$ cat config.mk
export PLATFORM = sky130hd
export DESIGN_NAME = led_status_ctrl
export DESIGN_NICKNAME = d
export VERILOG_FILES = /design/src/rtl/led_status_pkg.sv /design/src/rtl/led_channel.sv /design/src/rtl/led_status_ctrl.sv
export SDC_FILE = /design/constraint.sdc
export NUM_CORES = 1
export LEC_CHECK = 0
export CAP_MARGIN = 15
export CORE_MARGIN = 1
export CORE_UTILIZATION = 25
export DETAILED_ROUTE_END_ITERATION = 10
export DONT_BUFFER_PORTS = 1
export PLACE_DENSITY = 0.34
export SETUP_SLACK_MARGIN = 0.05
export SLEW_MARGIN = 20
export SYNTH_ARGS = -nofsm -noshare
export SYNTH_HDL_FRONTEND = slang
export SYNTH_SLANG_ARGS = --single-unit
$ cat constraint.sdc
create_clock -name clk_50m -period 8.2 [get_ports clk_50m]
set_input_delay 0.82 -clock clk_50m [delete_from_list [all_inputs] [get_ports clk_50m]]
set_output_delay 0.82 -clock clk_50m [all_outputs]
set_load 0.03 [all_outputs]
$ cat src/rtl/led_status_pkg.sv
// Shared types and constants for the multi-channel status-LED controller.
package led_status_pkg;

  typedef enum logic [2:0] {
    LED_OFF     = 3'd0,
    LED_ON      = 3'd1,
    LED_BLINK   = 3'd2,
    LED_PWM     = 3'd3,
    LED_STRETCH = 3'd4,
    LED_BREATHE = 3'd5
  } led_mode_t;

  localparam int unsigned SIM_PRESCALE = 4;

endpackage

$ cat src/rtl/led_channel.sv
// One LED channel: stored mode/level, event stretch counter and the
// registered, polarity-corrected LED drive.
module led_channel
  import led_status_pkg::*;
#(
  parameter int unsigned PWM_BITS      = 4,
  parameter int unsigned STRETCH_TICKS = 50,
  parameter int unsigned ACTIVE_LOW    = 1
) (
  input  logic                clk_50m,
  input  logic                rst,
  input  logic                cfg_load,
  input  logic [2:0]          cfg_mode,
  input  logic [PWM_BITS-1:0] cfg_level,
  input  logic                event_i,
  input  logic                tick,
  input  logic                blink_phase,
  input  logic [PWM_BITS-1:0] pwm_cnt,
  input  logic [PWM_BITS-1:0] breathe_lvl,
  output logic                led
);

  localparam int unsigned STR_W = (STRETCH_TICKS > 0) ? $clog2(STRETCH_TICKS + 1) : 1;
  localparam logic        LED_INACTIVE = (ACTIVE_LOW != 0);

  logic [2:0]          mode_q, mode_d;
  logic [PWM_BITS-1:0] level_q, level_d;
  logic [STR_W-1:0]    stretch_q, stretch_d;
  logic                led_q, led_d;
  logic                lit;

  // Config load and stretch counter; a fresh event wins over a tick decrement.
  always_comb begin
    mode_d    = mode_q;
    level_d   = level_q;
    stretch_d = stretch_q;
    if (cfg_load) begin
      mode_d  = cfg_mode;
      level_d = cfg_level;
    end
    if (event_i) begin
      stretch_d = STR_W'(STRETCH_TICKS);
    end else if (tick && (stretch_q != '0)) begin
      stretch_d = stretch_q - STR_W'(1);
    end
  end

  // Reserved mode codes fall through to dark.
  always_comb begin
    lit = 1'b0;
    case (mode_q)
      LED_ON:      lit = 1'b1;
      LED_BLINK:   lit = blink_phase;
      LED_PWM:     lit = (pwm_cnt < level_q);
      LED_STRETCH: lit = (stretch_q != '0);
      LED_BREATHE: lit = (pwm_cnt < breathe_lvl);
      default:     lit = 1'b0;
    endcase
    led_d = lit ^ LED_INACTIVE;
  end

  always_ff @(posedge clk_50m or posedge rst) begin
    if (rst) begin
      mode_q    <= LED_OFF;
      level_q   <= '0;
      stretch_q <= '0;
      led_q     <= LED_INACTIVE;
    end else begin
      mode_q    <= mode_d;
      level_q   <= level_d;
      stretch_q <= stretch_d;
      led_q     <= led_d;
    end
  end

  assign led = led_q;

endmodule

$ cat src/rtl/led_status_ctrl.sv
// Multi-channel status-LED controller: prescaler plus shared blink, PWM and
// breathe generators feeding one led_channel per output.
module led_status_ctrl
  import led_status_pkg::*;
#(
  parameter int unsigned NUM_LEDS      = 4,
  parameter int unsigned PWM_BITS      = 4,
  parameter int unsigned PRESCALE      = 50000,
  parameter int unsigned SIM           = 0,
  parameter int unsigned BLINK_TICKS   = 250,
  parameter int unsigned STRETCH_TICKS = 50,
  parameter int unsigned ACTIVE_LOW    = 1,
  localparam int unsigned CHAN_W       = (NUM_LEDS > 1) ? $clog2(NUM_LEDS) : 1
) (
  input  logic                clk_50m,
  input  logic                rst,
  input  logic                cfg_we,
  input  logic [CHAN_W-1:0]   cfg_chan,
  input  logic [2:0]          cfg_mode,
  input  logic [PWM_BITS-1:0] cfg_level,
  input  logic [NUM_LEDS-1:0] event_i,
  output logic                tick_o,
  output logic [NUM_LEDS-1:0] led
);

  localparam int unsigned PRESC   = (SIM != 0) ? SIM_PRESCALE : PRESCALE;
  localparam int unsigned PRESC_W = (PRESC > 1) ? $clog2(PRESC) : 1;
  localparam int unsigned BLINK_W = (BLINK_TICKS > 1) ? $clog2(BLINK_TICKS) : 1;

  logic [PRESC_W-1:0]  presc_q, presc_d;
  logic                tick_q, tick_d;
  logic [BLINK_W-1:0]  blink_cnt_q, blink_cnt_d;
  logic                blink_phase_q, blink_phase_d;
  logic [PWM_BITS-1:0] pwm_cnt_q, pwm_cnt_d;
  logic [PWM_BITS-1:0] breathe_q, breathe_d;
  logic                breathe_dn_q, breathe_dn_d;

  // Prescaler: tick_o follows the terminal count by one register stage.
  always_comb begin
    presc_d = presc_q + PRESC_W'(1);
    tick_d  = 1'b0;
    if (presc_q == PRESC_W'(PRESC - 1)) begin
      presc_d = '0;
      tick_d  = 1'b1;
    end
  end

  // Shared waveforms; breathe holds each end value for one extra tick while turning.
  always_comb begin
    blink_cnt_d   = blink_cnt_q;
    blink_phase_d = blink_phase_q;
    breathe_d     = breathe_q;
    breathe_dn_d  = breathe_dn_q;
    pwm_cnt_d     = pwm_cnt_q + PWM_BITS'(1);
    if (tick_q) begin
      if (blink_cnt_q == BLINK_W'(BLINK_TICKS - 1)) begin
        blink_cnt_d   = '0;
        blink_phase_d = ~blink_phase_q;
      end else begin
        blink_cnt_d = blink_cnt_q + BLINK_W'(1);
      end
      if (!breathe_dn_q) begin
        if (breathe_q == '1) breathe_dn_d = 1'b1;
        else                 breathe_d    = breathe_q + PWM_BITS'(1);
      end else begin
        if (breathe_q == '0) breathe_dn_d = 1'b0;
        else                 breathe_d    = breathe_q - PWM_BITS'(1);
      end
    end
  end

  always_ff @(posedge clk_50m or posedge rst) begin
    if (rst) begin
      presc_q       <= '0;
      tick_q        <= 1'b0;
      blink_cnt_q   <= '0;
      blink_phase_q <= 1'b0;
      pwm_cnt_q     <= '0;
      breathe_q     <= '0;
      breathe_dn_q  <= 1'b0;
    end else begin
      presc_q       <= presc_d;
      tick_q        <= tick_d;
      blink_cnt_q   <= blink_cnt_d;
      blink_phase_q <= blink_phase_d;
      pwm_cnt_q     <= pwm_cnt_d;
      breathe_q     <= breathe_d;
      breathe_dn_q  <= breathe_dn_d;
    end
  end

  assign tick_o = tick_q;

  // Out-of-range channel numbers match no instance, so such writes are dropped.
  for (genvar i = 0; i < NUM_LEDS; i++) begin : g_chan
    led_channel #(
      .PWM_BITS      (PWM_BITS),
      .STRETCH_TICKS (STRETCH_TICKS),
      .ACTIVE_LOW    (ACTIVE_LOW)
    ) u_chan (
      .clk_50m     (clk_50m),
      .rst         (rst),
      .cfg_load    (cfg_we && (cfg_chan == CHAN_W'(i))),
      .cfg_mode    (cfg_mode),
      .cfg_level   (cfg_level),
      .event_i     (event_i[i]),
      .tick        (tick_q),
      .blink_phase (blink_phase_q),
      .pwm_cnt     (pwm_cnt_q),
      .breathe_lvl (breathe_q),
      .led         (led[i])
    );
  end

endmodule
Word-level counts from Yosys, hierarchy flattened
Index checks and enable logic that the tools add are counted.
- memory bits (writable): 0
- register bits after elaboration: 91
- memory bits (read-only): 0
- memories: 0
- bits in latches: 0
- div/mod/pow operators: 0
- shifts and indexed selects: 0
- multiply operators: 0
- $lt $le $gt $ge: 5
- bitwise operators: 5
- equal/unequal tests: 28
- multiplexer cells: 21
- reductions and logical operators: 20
- add/subtract/negate cells: 9
- operators by type and width (operator ; number):
    6-bit 2-to-1 mux ; 8
    3-bit by 2-bit == test with 1-bit output (second input constant) ; 8
    3-bit == test (second input constant) ; 8
    6-bit nonzero test ; 4
    6-bit by 1-bit subtractor with 6-bit output (second input constant) ; 4
    4-bit less-than comparator ; 5
    1-bit case mux with 5 select lines ; 4
    16-bit by 1-bit adder with 16-bit output (second input constant) ; 1
    16-bit == test (second input constant) ; 1
    16-bit 2-to-1 mux ; 1
    3-bit by 1-bit == test with 1-bit output (second input constant) ; 4
    4-bit 2-to-1 mux ; 3
    4-bit by 1-bit adder with 4-bit output (second input constant) ; 2
    8-bit by 1-bit adder with 8-bit output (second input constant) ; 1
    8-bit == test (second input constant) ; 1
    1-bit logical AND ; 8
    8-bit 2-to-1 mux ; 1
    2-bit nonzero test ; 4
    1-bit NOT ; 5
    2-bit == test (second input constant) ; 2
    4-bit == test (second input constant) ; 1
    4-bit zero test ; 1
    1-bit 2-to-1 mux ; 4
    2-bit != test (second input constant) ; 2
    5 further kinds ; 5

Longest topological paths before layout
- depth after elaboration: 4
- depth in mapped cells: 7
- depth with buffers taken out: 7

Modules after synthesis
From an unflattened synthesis, not the netlist that was laid out.
- cells, all modules: 504
- area, all modules: 5006.1 um^2
- by module, submodules not included (module ; times used ; area an instance (um^2) ; cells an instance):
    led_channel ; 4 ; 825.8 ; 86
    led_status_ctrl ; 1 ; 1702.9 ; 160

Worst setup path after synthesis
No wires, ideal clock.
- path kind: input port to flip-flop
- from: input port cfg_chan[1]
- to: register g_chan[0].u_chan.level_q[0]
- setup time: 132 ps
- arrival time: 1495 ps
- setup slack: 6573 ps
- stages on the path: 3
- buffers on the path: 1
- cell sequence: nor3b_1 > clkbuf_1 > o21ai_0
- longest elaborated chain between the ends: 2
- RTL lines (element ; RTL line ; text):
    start: declaration ; led_status_ctrl.sv:18 ; input logic [CHAN_W-1:0] cfg_chan,
    2-bit zero test ; led_status_ctrl.sv:103 ; .cfg_load (cfg_we && (cfg_chan == CHAN_W'(i))),
    1-bit logical AND ; led_status_ctrl.sv:103 ;
    end signal: assignment ; led_channel.sv:70 ; level_q <= level_d;
    end: declaration ; led_channel.sv:27 ; logic [PWM_BITS-1:0] level_q, level_d;
Every way passes these cells.
A chain may end at the register's enable or synchronous reset.

Worst setup path in the final report
- from: register tick_q, in the netlist tick_o
- to: register breathe_q[3]
- longest elaborated chain between the ends: 1
- RTL lines (element ; RTL line ; text):
    start: declaration ; led_status_ctrl.sv:31 ; logic tick_q, tick_d;
    start signal: assignment ; led_status_ctrl.sv:83 ; tick_q <= tick_d;
    3-bit AND reduction (no source line) ; - ;
    end signal: assignment ; led_status_ctrl.sv:87 ; breathe_q <= breathe_d;
    end: declaration ; led_status_ctrl.sv:35 ; logic [PWM_BITS-1:0] breathe_q, breathe_d;
Every way passes these cells.

==> impl_results.html <==
<table>
<tr><th>Metric</th><th>Value</th></tr>
<tr><th colspan="2">Setup path</th></tr>
<tr><td>Req. time, crit path</td><td>approximately 8400 ps</td></tr>
<tr><td>CP max FO</td><td>12</td></tr>
<tr><td>Critical Setup Path Class</td><td>reg -&gt; reg</td></tr>
<tr><td>Kind of end point of the critical path</td><td>register</td></tr>
<tr><td>Worst Path Arrival</td><td>between 2000 and 2500 ps</td></tr>
<tr><td>Longest individual stage delay on the worst path</td><td>750 ps</td></tr>
<tr><td>Launching element type of the critical path</td><td>register</td></tr>
<tr><td>Crit-path cells</td><td>inv_1, a311oi_1, nand2_1, xnor2_1</td></tr>
<tr><td>CP max-delay cell</td><td>dfrtp_1</td></tr>
<tr><th colspan="2">Detailed routing</th></tr>
<tr><td>Overall via count from detail_route</td><td>just under 3000</td></tr>
<tr><td>Post-DR wirelength/cell</td><td>roughly 14 um</td></tr>
<tr><td>Post-detailed-route count of antenna-violating nets</td><td>0</td></tr>
<tr><td>Number of design rule violations left after detail routing</td><td>0</td></tr>
<tr><td>First DRT Iteration DRCs</td><td>~150</td></tr>
<tr><td>Drt first pass iters</td><td>4</td></tr>
<tr><td>Via density</td><td>4.390</td></tr>
<tr><td>DRT Wirelength</td><td>a little over 9000 um</td></tr>
<tr><th colspan="2">Power</th></tr>
<tr><td>Maximum ir drop on the vdd rail</td><td>approximately 0.092 mV</td></tr>
<tr><td>Leak Pwr</td><td>between 2 and 2.5 nW</td></tr>
<tr><td>Power density normalized to cell area</td><td>just under 200 nW/um2</td></tr>
<tr><th colspan="2">Timing</th></tr>
<tr><td>Final setup viols</td><td>0</td></tr>
<tr><td>Fraction of the cycle the final worst path needs</td><td>around 25%</td></tr>
<tr><td>Max-slew violation count</td><td>0</td></tr>
<tr><td>Tightest Pin Transition</td><td>about 900 ps</td></tr>
<tr><td>Number of hold violations in the final report</td><td>0</td></tr>
<tr><td>Final total negative setup slack</td><td>0 ps</td></tr>
<tr><td>Worst clock skew</td><td>9.108 ps</td></tr>
<tr><td>Final critical delay including setup and external delays</td><td>between 2000 and 2500 ps</td></tr>
<tr><td>Upper clock frequency limit</td><td>approximately 480 MHz</td></tr>
<tr><td>Remaining max-slew budget at the tightest pin</td><td>between 30% and 40%</td></tr>
<tr><td>Unrepaired setup endpoints after global routing</td><td>false</td></tr>
<tr><th colspan="2">Synth</th></tr>
<tr><td>Fraction of registers with async set/reset</td><td>100.0%</td></tr>
<tr><td>Dominant register cell in the synthesized netlist</td><td>dfrtp_1</td></tr>
<tr><td>Mean instance size in the synthesized netlist</td><td>10.58 um2</td></tr>
<tr><td>FF+latch count, synth</td><td>roughly 90</td></tr>
<tr><td>YS warnings</td><td>0</td></tr>
<tr><td>Register area share after synthesis</td><td>slightly below 50%</td></tr>
<tr><td>Library cell with the highest instance count after synthesis</td><td>dfrtp_1</td></tr>
<tr><td>Number of cells produced by synthesis</td><td>~440</td></tr>
<tr><td>Dominant cells by area after synthesis</td><td>dfrtp_1 47%, ha_1 7.9%, mux2_2 5.9%, xnor2_1 5.1%, nor2_1 3.8%</td></tr>
<tr><td>Syn_nets</td><td>a little under 500</td></tr>
<tr><td>Synth unique cells</td><td>45</td></tr>
<tr><td>Ranking of synthesized cells by instance count</td><td>87 x dfrtp_1, 46 x nor2_1, 34 x inv_1</td></tr>
<tr><td>Synth area leader</td><td>dfrtp_1</td></tr>
<tr><td>Area share of the largest cell type after synthesis</td><td>approximately 47%</td></tr>
<tr><td>Number of enable-type register cells in the synthesized netlist</td><td>0</td></tr>
<tr><td>Netlist Area Pre-Place</td><td>4604 um2</td></tr>
<tr><th colspan="2">Clocking</th></tr>
<tr><td>Setup bufs post-CTS</td><td>0</td></tr>
<tr><td>Number of cells upsized or downsized after cts</td><td>0</td></tr>
<tr><td>Sink count of the clock tree</td><td>91</td></tr>
<tr><td>Clock-pin slew of the registers on the worst-case setup and hold paths</td><td>roughly 70 ps</td></tr>
<tr><td>CTS Buf Count</td><td>9</td></tr>
<tr><td>Insertion delay to the later sink of the worst-skew pair</td><td>roughly 350 ps</td></tr>
<tr><td>Clock Tree Root</td><td>clkbuf_16</td></tr>
<tr><td>TritonCTS clock tree</td><td>done</td></tr>
<tr><td>Maximum level of the CTS H-tree</td><td>3</td></tr>
<tr><td>Buffers from clock root to sink, at most</td><td>2</td></tr>
<tr><td>Post-cts hold buffer count</td><td>0</td></tr>
<tr><th colspan="2">Layout</th></tr>
<tr><td>Ratio of cells with drive above 1 in the final layout</td><td>11.46%</td></tr>
<tr><td>Area growth, synth to finish</td><td>11.98%</td></tr>
<tr><td>Antenna diode instance count</td><td>0</td></tr>
<tr><td>Final cell count without fillers</td><td>674</td></tr>
<tr><td>Total number of nets in the final design</td><td>487</td></tr>
<tr><th colspan="2">Place</th></tr>
<tr><td>HPWL reported at the end of detailed placement</td><td>between 6000 and 7000 um</td></tr>
<tr><td>Count of buffers inserted at the top-level ports</td><td>0</td></tr>
<tr><td>Number of placed instances with taps included</td><td>roughly 660</td></tr>
<tr><td>Gp weighted congestion</td><td>around 0.72</td></tr>
<tr><th colspan="2">Die</th></tr>
<tr><td>Full die area</td><td>18960 um2</td></tr>
<tr><td>Std-Cell Rows</td><td>49</td></tr>
<tr><td>Floorplan core area</td><td>approximately 18000 um2</td></tr>
<tr><td>Initial Utilization</td><td>approximately a quarter</td></tr>
<tr><td>Horiz. Die Dim</td><td>between 100 and 150 um</td></tr>
<tr><td>Vertical die dimension</td><td>approximately 140 um</td></tr>
<tr><td>Top-Level Pins</td><td>21</td></tr>
<tr><th colspan="2">Global route</th></tr>
<tr><td>Wire length of the first global-routing pass</td><td>around 16000 um</td></tr>
<tr><td>Maximum number of pins on one net before global-route repair</td><td>48</td></tr>
<tr><td>Number of global-route vias before repair</td><td>2968</td></tr>
<tr><td>Number of antenna violations at the first check in global routing</td><td>0</td></tr>
<tr><td>Remaining Overflow, GRT</td><td>0</td></tr>
<tr><td>Total Routing Usage GR</td><td>between 10% and 20%</td></tr>
<tr><th colspan="2">Outcome</th></tr>
<tr><td>Result of the run</td><td>finished, final reports clean</td></tr>
<tr><th colspan="2">Min path</th></tr>
<tr><td>Hold crit path type</td><td>in -&gt; async</td></tr>
<tr><th colspan="2">Run</th></tr>
<tr><td>Max-cap violations</td><td>0</td></tr>
</table>
layer usage:
metal	global-route usage [%]	wire length (um)	part of all wire (%)	vias to the layer above
li1	-	-	-	1501
met1	15.62	4990	54	1418
met2	15.63	3868	42	25
met3	3.017	264	2.8	15
met4	4.710	168	1.8	0
met5	0	0	0	-
cell usage in the layout (no fill, tap or decap), types with 6 or more instances in the layout:
| cell type | count |
|---|---|
| dfrtp_1 | 87 |
| nor2_1 | 46 |
| inv_1 | 33 |
| nand2_1 | 30 |
| ha_1 | 29 |
| xnor2_1 | 27 |
| mux2_2 | 24 |
| o21ai_0 | 18 |
| a21oi_1 | 16 |
| xor2_1 | 16 |
| nand2b_1 | 13 |
| nor4_1 | 10 |
| nand3_1 | 10 |
| clkbuf_16 | 9 |
| or3_1 | 7 |
| nor3_1 | 7 |
| a21o_1 | 6 |
| nand4_1 | 6 |
stage by stage:
stage               utilization, %  total power (W)  setup WS (ps)  hold slack (ps)  instance area, um2
finish                       28.61         0.001015           6133            394.7                5156
detailed placement           27.00        0.0006078           6079            475.2                4866
CTS                          28.61         0.001040           6068            426.6                5156
global placement             27.00        0.0006066           6157            476.0                4866
floorplan                        -        0.0005927           5023            447.6                4604
global route                 28.61         0.001072           5933            449.2                5156
sequential cells by signal (all words and copies together) (netlist names):
name	cells
breathe_q	4
blink_cnt_q	8
g_chan.u_chan.mode_q	12
g_chan.u_chan.level_q	16
g_chan.u_chan.stretch_q	24
presc_q	16
pwm_cnt_q	4
blink_phase_q	1
tick_o	1
breathe_dn_q	1
g_chan.u_chan.led	4
report_power, final:
group          internal (W)  total (W)  leakage (nW)  switching, W
clock              0.000235   0.000418         0.142      0.000183
sequential         0.000486   0.000521          1.12     0.0000345
combinational     0.0000379  0.0000756         0.916     0.0000377
total              0.000759    0.00101          2.18      0.000255
cell families after synthesis:
logic type	share of synthesized area [%]
and+or+nand+nor	15.60
DFF	49.57
AOI/OAI and AO/OA	8.343
xor gates and xnor gates	8.179
buffers and inverters	3.696
adders and majority gates	8.315
muxes	6.304
cell type report:
| class | count | area (um2) |
|---|---|---|
| clock buffer | 9 | 225.2 |
| clock inverter | 6 | 65.06 |
| fill | 1905 | 12870 |
| inverter | 34 | 130.1 |
| multi-input combinational | 303 | 2152 |
| sequential | 91 | 2282 |
| tap | 229 | 286.5 |
| timing repair buffer | 2 | 15.01 |
final timing paths:
kind | to | slack, ps | cells after the start | from
worst max-delay path | breathe_q[3]$_DFFE_PP0P_ | 6130 | 4 | tick_o$_DFF_PP0_
worst min-delay path | blink_cnt_q[2]$_DFFE_PP0P_ | 390 | 1 | rst
worst max register to register | breathe_q[3]$_DFFE_PP0P_ | 6130 | 4 | tick_o$_DFF_PP0_
worst min register to register | presc_q[0]$_DFF_PP0_ | 480 | 1 | presc_q[0]$_DFF_PP0_
max in group asynchronous | g_chan[0].u_chan.mode_q[1]$_DFFE_PP0P_ | 6720 | 2 | rst
min in group clk_50m | presc_q[0]$_DFF_PP0_ | 480 | 1 | presc_q[0]$_DFF_PP0_
worst max-delay path: cells and delay by family, from the launching register on:
family | cells | cell delay [ps]
buffers and inverters | 1 | 320
AOI/OAI and AO/OA | 1 | 590
and+or+nand+nor | 1 | 130
DFF | 1 | 750
xor gates and xnor gates | 1 | 150
Power figures use the tool's default switching activity.
